==> config.mk <==
export PLATFORM = sky130hd
export DESIGN_NAME = lsu_ctrl_flat
export DESIGN_NICKNAME = d
export VERILOG_FILES = /design/src/rtl/lsu_ctrl_if.sv /design/src/rtl/lsu_ctrl.sv /design/src/flat_wrapper.sv
export SDC_FILE = /design/constraint.sdc
export NUM_CORES = 1
export LEC_CHECK = 0
export ABC_AREA = 1
export CORE_AREA = 10 10 165 167
export DETAILED_ROUTE_END_ITERATION = 10
export DIE_AREA = 0 0 175 177
export GPL_ROUTABILITY_DRIVEN = 0
export PLACE_DENSITY = 0.77
export SYNTH_ARGS = -nofsm -noshare
export SYNTH_HDL_FRONTEND = slang
export SYNTH_SLANG_ARGS = --single-unit
==> constraint.sdc <==
create_clock -name clk -period 18.4 [get_ports clk]
set_clock_uncertainty 0.05 [all_clocks]
set_input_delay 1.84 -clock clk [delete_from_list [all_inputs] [get_ports clk]]
set_output_delay 1.84 -clock clk [all_outputs]
set_load 0.01 [all_outputs]
==> src/rtl/lsu_ctrl_if.sv <==
// ---------------------------------------------------------------------------
// lsu_ctrl_if
//
// Purpose:
//   Bundles every handshake and bus signal of the load/store controller.
//   There are three groups: the request from the MEM stage, the response and
//   stall back to the core, and the MemRead/MemWrite bus to the byte-addressed
//   data memory.
//
// Signal summary:
//   req_valid   request present from MEM stage
//   req_ready   controller idle and accepting
//   req_we      1 = store, 0 = load
//   req_funct3  RV32 load/store funct3
//   req_addr    byte address (ADDR_W bits)
//   req_wdata   store data, right-aligned
//   rsp_valid   one-cycle pulse: access complete
//   rsp_rdata   extended load data; 0 for stores and errors
//   rsp_err     illegal funct3 or disallowed misalignment (with rsp_valid)
//   busy        stall request to the core
//   mem_read    memory MemRead
//   mem_write   memory MemWrite
//   mem_addr    memory byte address
//   mem_wdata   memory data_in
//   mem_funct3  memory width select
//   mem_rdata   memory data_out
//
// Modports:
//   slave   - the controller side (lsu_ctrl)
//   master  - the core + memory side (whoever drives requests and data_out)
// ---------------------------------------------------------------------------
interface lsu_ctrl_if #(
  parameter int ADDR_W = 32
);

  logic              req_valid;
  logic              req_ready;
  logic              req_we;
  logic [2:0]        req_funct3;
  logic [ADDR_W-1:0] req_addr;
  logic [31:0]       req_wdata;

  logic              rsp_valid;
  logic [31:0]       rsp_rdata;
  logic              rsp_err;
  logic              busy;

  logic              mem_read;
  logic              mem_write;
  logic [ADDR_W-1:0] mem_addr;
  logic [31:0]       mem_wdata;
  logic [2:0]        mem_funct3;
  logic [31:0]       mem_rdata;

  modport slave (
    input  req_valid, req_we, req_funct3, req_addr, req_wdata, mem_rdata,
    output req_ready, rsp_valid, rsp_rdata, rsp_err, busy,
           mem_read, mem_write, mem_addr, mem_wdata, mem_funct3
  );

  modport master (
    output req_valid, req_we, req_funct3, req_addr, req_wdata, mem_rdata,
    input  req_ready, rsp_valid, rsp_rdata, rsp_err, busy,
           mem_read, mem_write, mem_addr, mem_wdata, mem_funct3
  );

endinterface

==> src/rtl/lsu_ctrl.sv <==
// ---------------------------------------------------------------------------
// lsu_ctrl
//
// Purpose:
//   Load/store controller sitting directly in front of the byte-addressed
//   data memory of the RV32 core. It takes one load or store from the MEM
//   stage and drives the memory's MemRead/MemWrite/addr/data_in/funct3 lines.
//   It then returns the load data, sign- or zero-extended. Misaligned half
//   and word accesses can be broken into a run of single-byte accesses.
//
// Parameters:
//   ALLOW_MISALIGNED  1 = split misaligned LH/LHU/LW/SH/SW into byte accesses,
//                     0 = answer them with rsp_err and touch no memory
//   ADDR_W            byte address width
//
// Ports:
//   clk   system clock; memory commits stores and this block captures read
//         data on the falling edge
//   rst   asynchronous, active-high reset (aborts any access in flight)
//   bus   lsu_ctrl_if.slave: request, response/stall and memory bus
//
// Latency, counted in rising edges from acceptance to rsp_valid sampled high:
//   aligned access 2, split access N+1 (N = 2 or 4 bytes), error 1.
// ---------------------------------------------------------------------------
module lsu_ctrl #(
  parameter bit ALLOW_MISALIGNED = 1'b1,
  parameter int ADDR_W           = 32
) (
  input  logic     clk,
  input  logic     rst,
  lsu_ctrl_if.slave bus
);

  typedef enum logic [1:0] {
    IDLE,
    ACCESS,
    SPLIT,
    DONE
  } state_e;

  localparam logic [2:0] F3_LB  = 3'b000;
  localparam logic [2:0] F3_LH  = 3'b001;
  localparam logic [2:0] F3_LW  = 3'b010;
  localparam logic [2:0] F3_LBU = 3'b100;
  localparam logic [2:0] F3_LHU = 3'b101;

  state_e            state_q, state_d;
  logic              we_q, we_d;
  logic [2:0]        f3_q, f3_d;
  logic [ADDR_W-1:0] addr_q, addr_d;
  logic [31:0]       wdata_q, wdata_d;
  logic [1:0]        idx_q, idx_d;

  logic              mem_read_q, mem_read_d;
  logic              mem_write_q, mem_write_d;
  logic [ADDR_W-1:0] mem_addr_q, mem_addr_d;
  logic [31:0]       mem_wdata_q, mem_wdata_d;
  logic [2:0]        mem_funct3_q, mem_funct3_d;

  logic              rsp_valid_q, rsp_valid_d;
  logic [31:0]       rsp_rdata_q, rsp_rdata_d;
  logic              rsp_err_q, rsp_err_d;

  logic [31:0]       asm_q, asm_d;

  logic              req_legal;
  logic              req_aligned;
  logic [1:0]        last_idx;
  logic [1:0]        next_idx;
  logic [ADDR_W-1:0] next_addr;
  logic [7:0]        next_wbyte;

  // Sign- or zero-extend the assembled load data by the original funct3.
  // An aligned byte/half access already comes back extended from the memory.
  // Re-extending from the low bits here gives the same answer, and it lets
  // the aligned and split paths share one result mux.
  function automatic logic [31:0] extend_load(input logic [2:0] f3,
                                              input logic [31:0] a);
    logic [31:0] r;
    r = '0;
    case (f3)
      F3_LB:   r = {{24{a[7]}}, a[7:0]};
      F3_LH:   r = {{16{a[15]}}, a[15:0]};
      F3_LW:   r = a;
      F3_LBU:  r = {24'b0, a[7:0]};
      F3_LHU:  r = {16'b0, a[15:0]};
      default: r = '0;
    endcase
    return r;
  endfunction

  // Classify the incoming request before it is accepted. Stores only have
  // the three signed widths; loads also have the two unsigned ones. The low
  // two funct3 bits give the access size, and that sets how many address
  // bits must be zero for the access to be aligned.
  always_comb begin
    req_legal = 1'b0;
    case (bus.req_funct3)
      F3_LB, F3_LH, F3_LW: req_legal = 1'b1;
      F3_LBU, F3_LHU:      req_legal = ~bus.req_we;
      default:             req_legal = 1'b0;
    endcase

    req_aligned = 1'b1;
    case (bus.req_funct3[1:0])
      2'b00:   req_aligned = 1'b1;
      2'b01:   req_aligned = ~bus.req_addr[0];
      default: req_aligned = (bus.req_addr[1:0] == 2'b00);
    endcase
  end

  // Byte sequencing for split accesses. The byte counter indexes both the
  // address offset and the store-data byte. Address arithmetic wraps
  // naturally at 2^ADDR_W. A half access ends at byte 1 and a word at byte 3.
  always_comb begin
    last_idx  = (f3_q[1:0] == 2'b01) ? 2'd1 : 2'd3;
    next_idx  = idx_q + 2'd1;
    next_addr = addr_q + {{(ADDR_W-2){1'b0}}, next_idx};
    case (next_idx)
      2'd0:    next_wbyte = wdata_q[7:0];
      2'd1:    next_wbyte = wdata_q[15:8];
      2'd2:    next_wbyte = wdata_q[23:16];
      default: next_wbyte = wdata_q[31:24];
    endcase
  end

  // Main next-state logic. Every memory-bus and response output is computed
  // here for the *coming* state and registered below. As a result
  // mem_read/mem_write move only on rising edges and hold steady across the
  // falling edge, where the memory commits stores and read data is captured.
  // Outside ACCESS/SPLIT the bus idles with both strobes low and funct3=LW.
  always_comb begin
    state_d      = state_q;
    we_d         = we_q;
    f3_d         = f3_q;
    addr_d       = addr_q;
    wdata_d      = wdata_q;
    idx_d        = idx_q;
    mem_read_d   = 1'b0;
    mem_write_d  = 1'b0;
    mem_addr_d   = '0;
    mem_wdata_d  = '0;
    mem_funct3_d = F3_LW;
    rsp_valid_d  = 1'b0;
    rsp_rdata_d  = '0;
    rsp_err_d    = 1'b0;

    case (state_q)
      IDLE: begin
        if (bus.req_valid) begin
          we_d    = bus.req_we;
          f3_d    = bus.req_funct3;
          addr_d  = bus.req_addr;
          wdata_d = bus.req_wdata;
          idx_d   = 2'd0;
          if (!req_legal || (!req_aligned && !ALLOW_MISALIGNED)) begin
            state_d     = DONE;
            rsp_valid_d = 1'b1;
            rsp_err_d   = 1'b1;
          end else if (req_aligned) begin
            state_d      = ACCESS;
            mem_read_d   = ~bus.req_we;
            mem_write_d  = bus.req_we;
            mem_addr_d   = bus.req_addr;
            mem_funct3_d = bus.req_funct3;
            mem_wdata_d  = bus.req_wdata;
          end else begin
            state_d      = SPLIT;
            mem_read_d   = ~bus.req_we;
            mem_write_d  = bus.req_we;
            mem_addr_d   = bus.req_addr;
            mem_funct3_d = bus.req_we ? F3_LB : F3_LBU;
            mem_wdata_d  = {24'b0, bus.req_wdata[7:0]};
          end
        end
      end

      ACCESS: begin
        state_d     = DONE;
        rsp_valid_d = 1'b1;
        rsp_rdata_d = we_q ? 32'b0 : extend_load(f3_q, asm_q);
      end

      SPLIT: begin
        if (idx_q == last_idx) begin
          state_d     = DONE;
          rsp_valid_d = 1'b1;
          rsp_rdata_d = we_q ? 32'b0 : extend_load(f3_q, asm_q);
        end else begin
          idx_d        = next_idx;
          mem_read_d   = ~we_q;
          mem_write_d  = we_q;
          mem_addr_d   = next_addr;
          mem_funct3_d = we_q ? F3_LB : F3_LBU;
          mem_wdata_d  = {24'b0, next_wbyte};
        end
      end

      DONE: begin
        state_d = IDLE;
      end

      default: begin
        state_d = IDLE;
      end
    endcase
  end

  // State, latched request and registered outputs. Reset drops the memory
  // strobes at once, so an access cut off mid-split commits no more bytes
  // and never produces a response.
  always_ff @(posedge clk or posedge rst) begin
    if (rst) begin
      state_q      <= IDLE;
      we_q         <= 1'b0;
      f3_q         <= '0;
      addr_q       <= '0;
      wdata_q      <= '0;
      idx_q        <= '0;
      mem_read_q   <= 1'b0;
      mem_write_q  <= 1'b0;
      mem_addr_q   <= '0;
      mem_wdata_q  <= '0;
      mem_funct3_q <= '0;
      rsp_valid_q  <= 1'b0;
      rsp_rdata_q  <= '0;
      rsp_err_q    <= 1'b0;
    end else begin
      state_q      <= state_d;
      we_q         <= we_d;
      f3_q         <= f3_d;
      addr_q       <= addr_d;
      wdata_q      <= wdata_d;
      idx_q        <= idx_d;
      mem_read_q   <= mem_read_d;
      mem_write_q  <= mem_write_d;
      mem_addr_q   <= mem_addr_d;
      mem_wdata_q  <= mem_wdata_d;
      mem_funct3_q <= mem_funct3_d;
      rsp_valid_q  <= rsp_valid_d;
      rsp_rdata_q  <= rsp_rdata_d;
      rsp_err_q    <= rsp_err_d;
    end
  end

  // Assembly register input. An aligned load takes the whole word the memory
  // returns. A split load drops each returned byte (read as LBU) into its
  // lane, so the last byte lands just before the DONE transition.
  always_comb begin
    asm_d = asm_q;
    if (!we_q) begin
      if (state_q == ACCESS) begin
        asm_d = bus.mem_rdata;
      end else if (state_q == SPLIT) begin
        asm_d[{idx_q, 3'b000} +: 8] = bus.mem_rdata[7:0];
      end
    end
  end

  // Read data is captured on the falling edge, midway through each access
  // cycle, while address and strobes are stable.
  always_ff @(negedge clk or posedge rst) begin
    if (rst) begin
      asm_q <= '0;
    end else begin
      asm_q <= asm_d;
    end
  end

  // Handshake outputs. Ready is simply "in IDLE". Busy stalls the core as
  // soon as a request shows up and holds it until the controller is idle.
  assign bus.req_ready  = (state_q == IDLE);
  assign bus.busy       = (state_q == IDLE) ? (bus.req_valid & ~rsp_valid_q) : 1'b1;
  assign bus.rsp_valid  = rsp_valid_q;
  assign bus.rsp_rdata  = rsp_rdata_q;
  assign bus.rsp_err    = rsp_err_q;
  assign bus.mem_read   = mem_read_q;
  assign bus.mem_write  = mem_write_q;
  assign bus.mem_addr   = mem_addr_q;
  assign bus.mem_wdata  = mem_wdata_q;
  assign bus.mem_funct3 = mem_funct3_q;

endmodule

==> src/flat_wrapper.sv <==
// flat-port wrapper written by rule: the top's interface ports become plain ports
module lsu_ctrl_flat 
#(
  parameter bit ALLOW_MISALIGNED = 1'b1,
  parameter int ADDR_W           = 32
)
  (clk, rst, bus_req_valid, bus_req_we, bus_req_funct3, bus_req_addr, bus_req_wdata, bus_mem_rdata, bus_req_ready, bus_rsp_valid, bus_rsp_rdata, bus_rsp_err, bus_busy, bus_mem_read, bus_mem_write, bus_mem_addr, bus_mem_wdata, bus_mem_funct3);
  lsu_ctrl_if #(.ADDR_W(ADDR_W)) bus_i ();
  input  logic clk;
  input  logic rst;
  input wire logic [$bits(bus_i.req_valid)-1:0] bus_req_valid;
  input wire logic [$bits(bus_i.req_we)-1:0] bus_req_we;
  input wire logic [$bits(bus_i.req_funct3)-1:0] bus_req_funct3;
  input wire logic [$bits(bus_i.req_addr)-1:0] bus_req_addr;
  input wire logic [$bits(bus_i.req_wdata)-1:0] bus_req_wdata;
  input wire logic [$bits(bus_i.mem_rdata)-1:0] bus_mem_rdata;
  output wire logic [$bits(bus_i.req_ready)-1:0] bus_req_ready;
  output wire logic [$bits(bus_i.rsp_valid)-1:0] bus_rsp_valid;
  output wire logic [$bits(bus_i.rsp_rdata)-1:0] bus_rsp_rdata;
  output wire logic [$bits(bus_i.rsp_err)-1:0] bus_rsp_err;
  output wire logic [$bits(bus_i.busy)-1:0] bus_busy;
  output wire logic [$bits(bus_i.mem_read)-1:0] bus_mem_read;
  output wire logic [$bits(bus_i.mem_write)-1:0] bus_mem_write;
  output wire logic [$bits(bus_i.mem_addr)-1:0] bus_mem_addr;
  output wire logic [$bits(bus_i.mem_wdata)-1:0] bus_mem_wdata;
  output wire logic [$bits(bus_i.mem_funct3)-1:0] bus_mem_funct3;
  assign bus_i.req_valid = bus_req_valid;
  assign bus_i.req_we = bus_req_we;
  assign bus_i.req_funct3 = bus_req_funct3;
  assign bus_i.req_addr = bus_req_addr;
  assign bus_i.req_wdata = bus_req_wdata;
  assign bus_i.mem_rdata = bus_mem_rdata;
  assign bus_req_ready = bus_i.req_ready;
  assign bus_rsp_valid = bus_i.rsp_valid;
  assign bus_rsp_rdata = bus_i.rsp_rdata;
  assign bus_rsp_err = bus_i.rsp_err;
  assign bus_busy = bus_i.busy;
  assign bus_mem_read = bus_i.mem_read;
  assign bus_mem_write = bus_i.mem_write;
  assign bus_mem_addr = bus_i.mem_addr;
  assign bus_mem_wdata = bus_i.mem_wdata;
  assign bus_mem_funct3 = bus_i.mem_funct3;
  lsu_ctrl #(.ALLOW_MISALIGNED(ALLOW_MISALIGNED), .ADDR_W(ADDR_W)) u_core (.clk(clk), .rst(rst), .bus(bus_i));
endmodule
==> out/qor.tcl <==
set qor(synth_sequential_area_ratio) 0.549
set qor(intPower_mw) 1.14
set qor(worst_slew_pin_slew_ns) 1.26
set qor(detail_route.iter0.violations) 804
set qor(drc) 0
set qor(met2RoutedLength_microns) 12800
set qor(vias) 8120
set qor(area_delta_synth_final_pct) 31.7
set qor(cts_resized) 0
set qor(met1_length_microns) 11700
set qor(maximum_clock_path_buffer_count) 3
set qor(design_power_total_mw) 1.83
set qor(max-slew-margin-rel) 0.162
set qor(ant_nets) 0
set qor(postSynth.topFlopCell) {sky130_fd_sc_hd__dfrtp_1}
set qor(synth_nets) 1196
set qor(part_of_the_power_in_combinational_logic) 0.352
set qor(filler_cell_count) 2181
set qor(grt_overflow_total) 0
set qor(multi_input_combinational_cell_area_sq_um) 3590
set qor(postSynth.asyncResetShare) 1.00
set qor(critPathCaptureType) {register}
set qor(post_drt_via_cell_ratio) 5.05
set qor(synth_area_leaders) {sky130_fd_sc_hd__dfrtp_1, sky130_fd_sc_hd__nand2_1, sky130_fd_sc_hd__dfrtn_1}
set qor(grt_first_pass_wirelength_microns) 44500
set qor(synth-warning-count) 0
set qor(timing.critical_path.from_type) {register}
set qor(drv_cap) 0
set qor(floorplan.die_area_sq_um) 31000
set qor(place_hpwl_microns) 19800
set qor(p_sw_frac) 0.379
set qor(final-max-slew-violation-count) 0
set qor(placeableCoreArea_sq_um) 24000
set qor(grt_start_max_net_pins) 138
set qor(io_pins) 208
set qor(path_class) {reg2reg}
set qor(status) {completed}
set qor(grt.total_usage) 0.176
set qor(power.share.sequential) 0.388
set qor(drive_gt1_frac) 0.0827
set qor(place.port_buffers) 207
set qor(path_max_fanout) 27
set qor(synthMostInstantiatedCell) {sky130_fd_sc_hd__nand2_1}
set qor(post_synth_most_frequent_cells) {sky130_fd_sc_hd__nand2_1, sky130_fd_sc_hd__dfrtp_1, sky130_fd_sc_hd__o21ai_0, sky130_fd_sc_hd__inv_1, sky130_fd_sc_hd__nand3_1}
set qor(power-per-cell-area_nw_per_um2) 147
set qor(initial_antenna_violation_count) 0
set qor(final_core_utilization) 0.519
set qor(required_time_of_the_worst_setup_path_ns) 9.70
set qor(post_synth.cell_area_avg_sq_um) 8.76
set qor(post_cts_hold_buffer_count) 0
set qor(tritoncts) {built}
set qor(netlist_area_sq_um) 9440
set qor(top_layer) {met4}
set qor(num-nets-final) 1383
set qor(fin_setup_tns_ns) 0
set qor(yosys_register_bits) 207
set qor(cts_clk_pin_slew_worst_paths_ns) 0.06
set qor(vdd.ir_drop.worst_v) 0.0000679
set qor(power.leakage_nw) 5.56
set qor(synth_enable_flop_cells) 0
set qor(report.final.setup_viol) 0
set qor(wl_met3_microns) 2390
set qor(placed_cells) 1564
set qor(final_cell_count_no_fill) 1607
set qor(start_util) 0.394
set qor(clock_power_share) 0.261
set qor(ctsRootBufferMaster) {sky130_fd_sc_hd__clkbuf_16}
set qor(drt-pass1-iter-count) 5
set qor(hold_class) {reg2reg}
set qor(ctsHtreeMaxLevel) 1
set qor(numCtsBuffers) 23
set qor(wp_data_arrival_ns) 3.60
set qor(power_switching_mw) 0.695
set qor(number_of_global_route_vias_before_repair) 8268
set qor(numClockSinks) 207
set qor(final_hold_viol_count) 0
set qor(netlist-cell-type-count) 39
set qor(synthesis.instances) 1078
set qor(cts.repair_timing.setup_buffer_count) 0
set qor(postRouteWirelength_microns) 27700
set qor(final-seq-area_sq_um) 5180
set qor(floorplan.die.width_microns) 175
set qor(synth.top_cell.area_share) 0.464
set qor(drt-wirelength-per-cell_microns) 17.2
set qor(hold-worst-slack_ns) 0.395
set qor(grt_setup_unrepaired) {false}
set qor(synth_top_area_cell) {sky130_fd_sc_hd__dfrtp_1}
set qor(clock_latency_ns) 0.53
set qor(floorplan.die.height_microns) 177
set qor(std_cell_rows) 57
-- power by group through the flow --
stage | clock network, mW | logic, mW | registers [mW]
final | 0.478 | 0.645 | 0.711
after global routing | 0.507 | 0.723 | 0.728
after CTS | 0.487 | 0.649 | 0.709
after detailed placement | 0 | 0.643 | 0.714
after global placement | 0 | 0.627 | 0.711
after floorplan | 0 | 0.417 | 0.704
-- placed cells by master (no fill, tap or decap), drive strengths merged, types with 2 or more instances in the layout --
cell type,synthesis,layout
clkinv,0,8
nor3,25,25
xor2,4,4
nand2,272,272
o21ai,104,104
o22ai,14,14
nand4,11,11
nand3,90,90
bufinv,0,3
inv,100,101
or2,2,2
a31oi,8,8
a21oi,61,61
clkdlybuf4s50,0,207
clkinvlp,0,2
dfrtn,32,32
buf,34,2
ha,14,14
dfrtp,175,175
clkbuf,13,28
nor2,111,111
o31ai,3,3
-- metal layers --
metal / global-route usage / up-vias
met5: 0 / -
met4: 0.0653 / 0
met3: 0.0491 / 49
met2: 0.285 / 346
met1: 0.223 / 3839
li1: - / 3886
-- worst paths after layout --
kind | depth (start not counted) | from | slack (ns) | endpoint
worst max-delay path | 6 | u_core.idx_q[0]$_DFFE_PP0P_ | 6.10 | u_core.asm_q[17]$_DFFE_NP0P_
worst min-delay path | 2 | u_core.asm_q[14]$_DFFE_NP0P_ | 0.39 | u_core.asm_q[14]$_DFFE_NP0P_
worst max register to register | 6 | u_core.idx_q[0]$_DFFE_PP0P_ | 6.10 | u_core.asm_q[17]$_DFFE_NP0P_
worst min register to register | 2 | u_core.asm_q[14]$_DFFE_NP0P_ | 0.39 | u_core.asm_q[14]$_DFFE_NP0P_
max in group asynchronous | 2 | rst | 6.70 | u_core.asm_q[25]$_DFFE_NP0P_
min in group asynchronous | 2 | rst | 1.87 | u_core.bus.rsp_rdata[13]$_DFF_PP0_
-- registers in the layout (all words and copies together), names as in the netlist --
signal	flops
u_core.state_q	2
u_core.bus.rsp_err	1
u_core.bus.mem_funct3	3
u_core.bus.rsp_valid	1
u_core.addr_q	32
u_core.we_q	1
u_core.bus.mem_wdata	32
u_core.idx_q	2
u_core.f3_q	3
u_core.asm_q	32
u_core.wdata_q	32
u_core.bus.mem_addr	32
u_core.bus.rsp_rdata	32
u_core.bus.mem_read	1
u_core.bus.mem_write	1
-- critical path: stages, from the launching register on --
cell and delay [ns]:
sky130_fd_sc_hd__dfrtp_1 1.00, sky130_fd_sc_hd__inv_1 0.25, sky130_fd_sc_hd__ha_1 0.64, sky130_fd_sc_hd__inv_1 0.36, sky130_fd_sc_hd__nor4_4 0.54, sky130_fd_sc_hd__nand2_1 0.11
sky130_fd_sc_hd__a21oi_1 0.15
-- cell families after synthesis --
group	count (synthesis)	share of synthesized area
DFF	207	0.549
AOI/OAI and AO/OA	192	0.111
buffers and inverters	147	0.0721
adders and majority gates	15	0.0207
xor gates and xnor gates	4	0.00371
and+or+nand+nor	513	0.244
-- layout make-up --
type                    instances  area share
multi-input cells             724       0.288
clock buffers                  28      0.0502
flip-flops and latches        207       0.417
clock inverters                14      0.0133
inverters                     100      0.0310
diodes                          1    0.000201
repair buffers                209       0.168
well taps                     324      0.0326
-- stage by stage --
stage | area [sq um] | setup slack, ns
detailed placement | 11600 | 6.10
global placement | 11600 | 6.12
global route | 12400 | 5.88
CTS | 12400 | 6.19
floorplan | 9440 | 1.85
finish | 12400 | 6.10
Power figures use the tool's default switching activity.
